**src/rtl/i2s_frame_transceiver.sv**
```systemverilog
// I2S / left-justified master transceiver: one free-running counter derives MCLK/SCLK/LRCK,
// a stereo TX frame is serialised from a valid/ready holding register and a stereo RX frame is deserialised.
module i2s_frame_transceiver #(
  parameter int DATA_W        = 24,
  parameter int SLOT_W        = 32,
  parameter int SCLK_DIV_LOG2 = 4,
  parameter int MCLK_DIV_LOG2 = 1,
  parameter int MODE          = 0,
  parameter int UNDERRUN_ZERO = 0
) (
  input  logic              clk_audio,
  input  logic              reset,
  output logic              mclk,
  output logic              sclk,
  output logic              lrck,
  output logic              sd_tx,
  input  logic              sd_rx,
  input  logic [DATA_W-1:0] tx_l,
  input  logic [DATA_W-1:0] tx_r,
  input  logic              tx_valid,
  output logic              tx_ready,
  output logic [DATA_W-1:0] rx_l,
  output logic [DATA_W-1:0] rx_r,
  output logic              rx_valid,
  input  logic              loopback,
  output logic              underrun,
  input  logic              clr_underrun
);

  localparam int FW = $clog2(2 * SLOT_W);
  localparam int CW = SCLK_DIV_LOG2 + FW;
  localparam int unsigned LS = (MODE != 0) ? 0 : 1;
  localparam int unsigned RS = SLOT_W + LS;
  localparam logic LR_INV = (MODE != 0);
  localparam logic [SCLK_DIV_LOG2-1:0] SCLK_MID = {1'b1, {(SCLK_DIV_LOG2-1){1'b0}}};

  logic [CW-1:0]     cnt_q, cnt_d;
  logic              hold_full_q, hold_full_d;
  logic [DATA_W-1:0] hold_l_q, hold_l_d, hold_r_q, hold_r_d;
  logic [DATA_W-1:0] frm_l_q, frm_l_d, frm_r_q, frm_r_d;
  logic [DATA_W-1:0] rxsh_l_q, rxsh_l_d, rxsh_r_q, rxsh_r_d;
  logic [DATA_W-1:0] rx_l_q, rx_l_d, rx_r_q, rx_r_d;
  logic              rx_valid_q, rx_valid_d;
  logic              underrun_q, underrun_d;
  logic              sd_tx_q, sd_tx_d;
  logic              wrap, underrun_set;
  logic [FW-1:0]     f_d;
  logic [1:0]        kind_d;

  // {left, right} membership of a slot index in the data window
  function automatic logic [1:0] slot_kind(input logic [FW-1:0] f);
    int unsigned fi;
    fi = 32'(f);
    slot_kind = 2'b00;
    if (fi >= LS && fi < LS + DATA_W) slot_kind = 2'b10;
    else if (fi >= RS && fi < RS + DATA_W) slot_kind = 2'b01;
  endfunction

  function automatic logic slot_bit(input logic [DATA_W-1:0] l, input logic [DATA_W-1:0] r,
                                    input logic [FW-1:0] f);
    logic [1:0]        kind;
    int unsigned       fi;
    logic [DATA_W-1:0] w;
    kind = slot_kind(f);
    fi   = 32'(f);
    w    = '0;
    if (kind[1]) w = l >> (LS + DATA_W - 1 - fi);
    else if (kind[0]) w = r >> (RS + DATA_W - 1 - fi);
    slot_bit = w[0];
  endfunction

  always_comb begin
    cnt_d        = cnt_q + CW'(1);
    wrap         = &cnt_q;
    f_d          = cnt_d[CW-1:SCLK_DIV_LOG2];
    kind_d       = slot_kind(f_d);
    hold_full_d  = hold_full_q;
    hold_l_d     = hold_l_q;
    hold_r_d     = hold_r_q;
    frm_l_d      = frm_l_q;
    frm_r_d      = frm_r_q;
    underrun_set = 1'b0;
    if (tx_valid && !hold_full_q) begin
      hold_full_d = 1'b1;
      hold_l_d    = tx_l;
      hold_r_d    = tx_r;
    end
    // Frame boundary: the frame just received is published and the next TX frame chosen
    if (wrap) begin
      if (loopback) begin
        frm_l_d = rxsh_l_q;
        frm_r_d = rxsh_r_q;
      end else if (hold_full_q) begin
        frm_l_d     = hold_l_q;
        frm_r_d     = hold_r_q;
        hold_full_d = 1'b0;
      end else begin
        underrun_set = 1'b1;
        if (UNDERRUN_ZERO != 0) begin
          frm_l_d = '0;
          frm_r_d = '0;
        end
      end
    end
    underrun_d = underrun_set ? 1'b1 : (clr_underrun ? 1'b0 : underrun_q);
    sd_tx_d = sd_tx_q;
    if (cnt_d[SCLK_DIV_LOG2-1:0] == '0) sd_tx_d = slot_bit(frm_l_d, frm_r_d, f_d);
    rxsh_l_d = rxsh_l_q;
    rxsh_r_d = rxsh_r_q;
    if (cnt_d[SCLK_DIV_LOG2-1:0] == SCLK_MID) begin
      if (kind_d[1]) rxsh_l_d = (rxsh_l_q << 1) | DATA_W'(sd_rx);
      if (kind_d[0]) rxsh_r_d = (rxsh_r_q << 1) | DATA_W'(sd_rx);
    end
    rx_valid_d = wrap;
    rx_l_d     = wrap ? rxsh_l_q : rx_l_q;
    rx_r_d     = wrap ? rxsh_r_q : rx_r_q;
  end

  always_ff @(posedge clk_audio or posedge reset) begin
    if (reset) begin
      cnt_q       <= '0;
      hold_full_q <= 1'b0;
      frm_l_q     <= '0;
      frm_r_q     <= '0;
      sd_tx_q     <= 1'b0;
      rx_l_q      <= '0;
      rx_r_q      <= '0;
      rx_valid_q  <= 1'b0;
      underrun_q  <= 1'b0;
    end else begin
      cnt_q       <= cnt_d;
      hold_full_q <= hold_full_d;
      frm_l_q     <= frm_l_d;
      frm_r_q     <= frm_r_d;
      sd_tx_q     <= sd_tx_d;
      rx_l_q      <= rx_l_d;
      rx_r_q      <= rx_r_d;
      rx_valid_q  <= rx_valid_d;
      underrun_q  <= underrun_d;
    end
  end

  // Payload storage needs no reset: it is only consumed once the matching control says so
  always_ff @(posedge clk_audio) begin
    hold_l_q <= hold_l_d;
    hold_r_q <= hold_r_d;
    rxsh_l_q <= rxsh_l_d;
    rxsh_r_q <= rxsh_r_d;
  end

  assign mclk     = cnt_q[MCLK_DIV_LOG2-1];
  assign sclk     = cnt_q[SCLK_DIV_LOG2-1];
  assign lrck     = cnt_q[CW-1] ^ LR_INV;
  assign sd_tx    = sd_tx_q;
  assign tx_ready = !hold_full_q && !reset;
  assign rx_l     = rx_l_q;
  assign rx_r     = rx_r_q;
  assign rx_valid = rx_valid_q;
  assign underrun = underrun_q;

endmodule

```
**config.mk**
```make
export PLATFORM = sky130hd
export DESIGN_NAME = i2s_frame_transceiver
export DESIGN_NICKNAME = d
export VERILOG_FILES = /design/src/rtl/i2s_frame_transceiver.sv
export SDC_FILE = /design/constraint.sdc
export NUM_CORES = 1
export LEC_CHECK = 0
export CORE_MARGIN = 2
export CORE_UTILIZATION = 55
export DETAILED_ROUTE_END_ITERATION = 6
export GPL_TIMING_DRIVEN = 0
export PLACE_DENSITY = 0.79
export SLEW_MARGIN = 15
export SYNTH_ARGS = -nofsm -noshare
export SYNTH_HDL_FRONTEND = slang
export SYNTH_SLANG_ARGS = --single-unit
export TNS_END_PERCENT = 10
```
**constraint.sdc**
```tcl
create_clock -name clk_audio -period 9.3 [get_ports clk_audio]
set_input_delay 1.395 -clock clk_audio [delete_from_list [all_inputs] [get_ports clk_audio]]
set_output_delay 1.395 -clock clk_audio [all_outputs]
set_load 0.05 [all_outputs]
```
==> impl_metrics.json, run 1 <==
{
  "dieHeight_um": 132,
  "clk_pin_slew_ps": 70,
  "die_area_mm2": 0.0174,
  "min_period_over_period_pct": 51.8,
  "ctsRootBufferMaster": "clkbuf_16",
  "max_freq_ghz": 0.207,
  "p_total_mw": 1.86,
  "grtUsageMet1_pct": 41.3,
  "portBuffers": 108,
  "n_fill_cell": 1193,
  "postCtsResizedCells": 0,
  "hold_viol": 0,
  "grt_setup_unrepaired": "false",
  "min_path_type": "flop to flop",
  "cts_setup_buffers": 0,
  "yosysTopAreaCellShare_pct": 32.1,
  "nNetsFinal": 1019,
  "core_mm2": 0.0159,
  "finClkSkew_ps": 25.0,
  "multi_input_area_mm2": 0.00301,
  "ant_nets": 0,
  "setup_viol_count_final": 0,
  "use_met3_pct": 5.77,
  "grt_pass1_vias": 6795,
  "drv_slew": 0,
  "worstSetupStartpointType": "flop",
  "yosysMostFrequentCell": "nand2_1",
  "busiest_layer": "met2",
  "layout.area.seq_mm2": 0.00564,
  "htreeDepth": 1,
  "wire_per_inst_um": 20.8,
  "path_class": "flop to output pin",
  "drt_iter0_markers": 856,
  "hold_buffers": 0,
  "drive_gt1_share_pct": 9.95,
  "whs_ps": 452,
  "insertion_delay_ps": 520,
  "setup_tns_ps": 0,
  "relSlewSlack_pct": 45.6,
  "die_w_um": 132,
  "yosysTopAreaCell": "edfxtp_1",
  "crit_required_ps": 7910,
  "netlist_area_mm2": 0.00899,
  "grt_usage_pct": 28.6,
  "area_growth_pct": 23.8,
  "yosysUniqueCellTypes": 72,
  "grt_max_degree": 69,
  "insertedDiodeCount": 0,
  "yosys_warnings": 0,
  "row_count": 46,
  "synth_common_cells": "nand2_1, dfrtp_1, edfxtp_1",
  "gp_congestion": 0.944,
  "synth_nets": 884,
  "grt_pass1_wl_mm": 38.6,
  "seq_area_frac_synth_pct": 62.7,
  "drt_pre_antenna_iters": 6,
  "gr-total-overflow": 0,
  "vias": 7350,
  "p_per_area_mw_per_mm2": 168,
  "async_reset_ff_share_pct": 53.4,
  "cts_tree": "done",
  "worst_pin_slew_ps": 814,
  "ios": 109,
  "cts_buffer_depth": 3,
  "dp_hpwl_mm": 17.7,
  "wl_mm": 24.7,
  "vdd.ir_drop.worst_mv": 0.177,
  "leakage_nw": 4.62,
  "crit_fanout": 10,
  "syn_inst": 825,
  "cp-end-kind": "output pin",
  "viasPerCell": 6.17,
  "synth_ff_type": "dfrtp_1",
  "initial_core_util_pct": 56.4,
  "clock_sinks": 206,
  "drc_errors": 0,
  "maxCapViolCount": 0,
  "arrival_ps": 3430,
  "synth_edf_count": 96,
  "status": "finished clean",
  "fin_crit_ps": 4820,
  "synth-seq-cells": 206,
  "yosys-top-cells-area": "edfxtp_1, dfrtp_1, nand2_1",
  "postSynthAreaPerCell_um2": 10.9,
  "numCtsBuffers": 21,
  "grtUsageMet2_pct": 43.4,
  "antenna_found_initial": 0
}
## cell type report
cell class              count  share of cell area [%]
flip-flops and latches    206                    50.6
multi-input cells         538                    27.1
repair buffers            112                    10.5
clock buffers              22                    4.85
plain buffers              59                    2.47
well taps                 216                    2.43
clock inverters            16                    1.24
inverters                  22                   0.787
## cells in the final DEF, fill, tap and decap left out, types with 4 or more instances in the layout
cell / instances
o21ai_0: 18
o31ai_1: 10
dfrtp_1: 110
a21oi_1: 50
a211oi_1: 5
ha_1: 5
nor3_1: 6
nand3_1: 11
nor4_1: 19
edfxtp_1: 96
clkinv_2: 4
or2_2: 9
buf_4: 5
buf_1: 5
and2_1: 4
o22ai_1: 29
clkbuf_1: 31
xor2_1: 4
xnor2_1: 7
buf_2: 16
inv_1: 18
nor2b_1: 5
nand2_1: 188
a31oi_1: 5
nor2_1: 56
a32oi_1: 18
inv_6: 5
nand4_1: 9
clkbuf_16: 21
or3_1: 12
clkdlybuf4s50_1: 108
## report_power, final
| part | internal [mW] | switching (mW) |
|---|---|---|
| Combinational | 0.0324 | 0.0399 |
| Sequential | 0.959 | 0.00363 |
| Clock | 0.458 | 0.371 |
## state kept, by name (all words and copies together), names as in the netlist
signal,cells
hold_r_q,24
rx_valid,1
hold_l_q,24
sd_tx,1
rx_l,24
hold_full_q,1
rx_r,24
cnt_q,10
frm_r_q,24
rxsh_l_q,24
frm_l_q,24
rxsh_r_q,24
underrun,1
## metal layers
| metal | part of all wire [%] | wire [um] |
|---|---|---|
| met5 | 0 | 0 |
| met3 | 11 | 2830 |
| met1 | 40 | 9870 |
| met2 | 45 | 11000 |
| met4 | 3.9 | 972 |
## kinds of logic (layout without fill, tap and decap cells)
| family | after synthesis | in the layout | synth area share (%) |
|---|---|---|---|
| xor gates and xnor gates | 14 | 14 | 1.62 |
| buffers and inverters | 81 | 231 | 3.98 |
| muxes | 2 | 2 | 0.223 |
| and+or+nand+nor | 342 | 342 | 17.7 |
| AOI/OAI and AO/OA | 175 | 175 | 13.0 |
| adders and majority gates | 5 | 5 | 0.696 |
| DFF | 206 | 206 | 62.7 |
## per-stage QoR
step / area, um^2 / std cells / util, % / worst slack (ps)
after floorplan: 8990 / 825 / - / 5000
after global placement: 10300 / 1149 / 64.8 / 3240
after detailed placement: 10500 / 1153 / 65.5 / 5040
after CTS: 11100 / 1191 / 69.8 / 4560
after global routing: 11100 / 1191 / 69.8 / 4380
final: 11100 / 1191 / 69.8 / 4480
## critical path: stages, from the launching register on
cell and delay, ps:
dfrtp_1 500, clkbuf_1 390, clkbuf_1 410, buf_2 360
clkbuf_1 440, nor2_1 100, clkdlybuf4s50_1 710
## worst paths after layout
check	startpoint	end	slack, ps	cells after the start
max	hold_full_q	tx_ready	4480	6
min	rxsh_l_q[8]	rxsh_l_q[9]	450	0
max reg2reg	cnt_q[0]	sd_tx	4910	15
min reg2reg	rxsh_l_q[8]	rxsh_l_q[9]	450	0
max in group asynchronous	reset	cnt_q[2]	7320	3
min in group asynchronous	reset	rx_l[9]	1280	2
Power figures use the tool's default switching activity.
==> inputs of run 2 (changes only) <==
==> constraint.sdc (replaced) <==
create_clock -name clk_audio -period 5 [get_ports clk_audio]
set_input_delay 0.75 -clock clk_audio [delete_from_list [all_inputs] [get_ports clk_audio]]
set_output_delay 0.75 -clock clk_audio [all_outputs]
set_load 0.05 [all_outputs]
==> results of run 2 <==
The final DEF is identical to that of run 1. Status: finished clean.
Among the figures that moved: setup slack after placement 5040 ps -> 745 ps; setup slack after layout 4480 ps -> 606 ps; start point of the critical path hold_full_q -> cnt_q[0]; end point of the critical path tx_ready -> sd_tx; register-to-register setup slack 4910 ps -> 610 ps; total power 1.86 mW -> 3.47 mW; worst IR drop on VDD 0.177 mV -> 0.329 mV
==> inputs of run 3 (changes only) <==
--- a/config.mk
+++ b/config.mk
@@ -7,10 +7,11 @@
 export LEC_CHECK = 0
 export CORE_MARGIN = 2
 export CORE_UTILIZATION = 55
+export CTS_BUF_LIST = sky130_fd_sc_hd__clkbuf_2
 export DETAILED_ROUTE_END_ITERATION = 6
 export GPL_TIMING_DRIVEN = 0
 export PLACE_DENSITY = 0.79
-export SLEW_MARGIN = 15
+export SLEW_MARGIN = 20
 export SYNTH_ARGS = -nofsm -noshare
 export SYNTH_HDL_FRONTEND = slang
 export SYNTH_SLANG_ARGS = --single-unit
==> run 3 against run 2 <==
  * Worst setup slack worse by 92 ps
  * Highest routed layer unchanged
  * Routed wire length down 0.32%
  * Core utilization down 1.4 points
==> impl_metrics.json, run 3 (synthesized netlist as in run 1, its figures left out) <==
{
  "cp-end-kind": "flop",
  "postCtsResizedCells": 0,
  "wl_mm": 24.6,
  "drt_iter0_markers": 873,
  "fin_crit_ps": 4490,
  "fin_ws_ps": 515,
  "portBuffers": 108,
  "vdd.ir_drop.worst_mv": 0.211,
  "dp_hpwl_mm": 17.7,
  "insertion_delay_ps": 820,
  "highest_layer": "met4",
  "initial_core_util_pct": 56.4,
  "vias": 7413,
  "max_freq_ghz": 0.223,
  "gp_congestion": 0.944,
  "cts_setup_buffers": 0,
  "ios": 109,
  "numCtsBuffers": 48,
  "wire_per_inst_um": 19.8,
  "drt-met1-wl_mm": 10.1,
  "clk_pin_slew_ps": 130,
  "route.met3.wl_mm": 2.59,
  "maxCapViolCount": 0,
  "min_path_type": "input pin to asynchronous set/reset pin",
  "hold_viol": 0,
  "final_common_cell": "nand2_1",
  "grt_pass1_vias": 6978,
  "cts_tree": "done",
  "antenna_found_initial": 1,
  "dieHeight_um": 132,
  "timing.critical_path.buf_inv": 4,
  "viasPerCell": 5.97,
  "path_class": "flop to flop",
  "gr-total-overflow": 0,
  "final_cell_mix": "nand2_1, dfrtp_1, clkdlybuf4s50_1, edfxtp_1, clkbuf_2",
  "status": "finished clean",
  "slowest_delay_ps": 490,
  "relSlewSlack_pct": 47.0,
  "cp_top_family": "XOR/XNOR gates",
  "multi_input_area_mm2": 0.00301,
  "worstSetupStartpointType": "flop",
  "drt_pre_antenna_iters": 5,
  "dpl.cell_count": 1153,
  "p_total_mw": 3.00,
  "post-place-ws_ps": 745,
  "p_per_area_mw_per_mm2": 275,
  "core_mm2": 0.0159,
  "min_period_over_period_pct": 89.7,
  "instances_no_fill": 1242,
  "die_area_mm2": 0.0174,
  "ant_nets": 0,
  "die_w_um": 132,
  "drv_slew": 0,
  "fin_util_pct": 68.4,
  "arrival_ps": 5140,
  "crit_fanout": 11,
  "grt_max_degree": 69,
  "cts_buffer_depth": 3,
  "crit_required_ps": 5650,
  "grt_setup_unrepaired": "false",
  "drive_gt1_share_pct": 12.8,
  "leakage_nw": 4.63,
  "n_fill_cell": 1273,
  "hold_buffers": 0,
  "slowest_stage": "dfrtp_1",
  "clock_sinks": 206,
  "finClkSkew_ps": 77.1,
  "worst_pin_slew_ps": 793,
  "htreeDepth": 2,
  "setup_viol_count_final": 0,
  "dr_wl_met2_mm": 11.2,
  "area_growth_pct": 21.3,
  "layout.area.seq_mm2": 0.00564,
  "nNetsFinal": 1046,
  "ctsRootBufferMaster": "clkbuf_2",
  "drc_errors": 0,
  "grt_usage_pct": 28.6,
  "critPathMostFrequentCell": "buf_2",
  "grt_pass1_wl_mm": 38.4,
  "row_count": 46,
  "crit_chain": "ha_1 -> and3_2 -> xor2_2 -> inv_2 -> buf_2 -> buf_2 -> ha_1 -> xnor2_1 -> xor2_1 -> buf_2 -> nand3_1 -> nor4_1 -> nor4_1 -> a311oi_1 -> a31oi_1",
  "stdcell_area_mm2": 0.0109,
  "postPlaceCellArea_mm2": 0.0105
}
-- run 3: final timing paths --
kind | endpoint | cells past startpoint | slack, ps | start
worst min-delay path | rx_l[9] | 2 | 350 | reset
worst max-delay path | sd_tx | 15 | 510 | cnt_q[0]
worst min register to register | rxsh_l_q[9] | 0 | 470 | rxsh_l_q[8]
worst max register to register | sd_tx | 15 | 510 | cnt_q[0]
min in group clk_audio | rxsh_l_q[9] | 0 | 470 | rxsh_l_q[8]
max in group asynchronous | frm_l_q[0] | 3 | 3910 | reset
-- run 3: per-layer routing --
metal / up-vias / GRT usage (%)
met5: - / 0
met4: 0 / 11.1
met3: 58 / 6.57
met2: 475 / 42.9
met1: 3550 / 40.9
li1: 3330 / -
-- run 3: per-stage QoR --
stage / setup TNS (ps) / hold WS [ps]
6_report: 0 / 352
5_1_grt: 0 / 351
4_1_cts: 0 / 324
3_5_place_dp: 0 / 435
3_3_place_gp: -48200 / 429
2_1_floorplan: 0 / 426
-- run 3: where the power goes --
part,switching [mW],internal [mW]
combinational,0.0742,0.0602
clock,0.671,0.407
sequential,0.00654,1.78
total,0.752,2.25
-- run 3: layout make-up --
cell class	count	share of cell area, %
repair buffers	112	10.7
clock inverters	25	1.22
well taps	216	2.48
flip-flops and latches	206	51.7
inverters	22	0.803
diodes	1	0.0230
clock buffers	63	2.89
plain buffers	59	2.53
multi-input cells	538	27.6
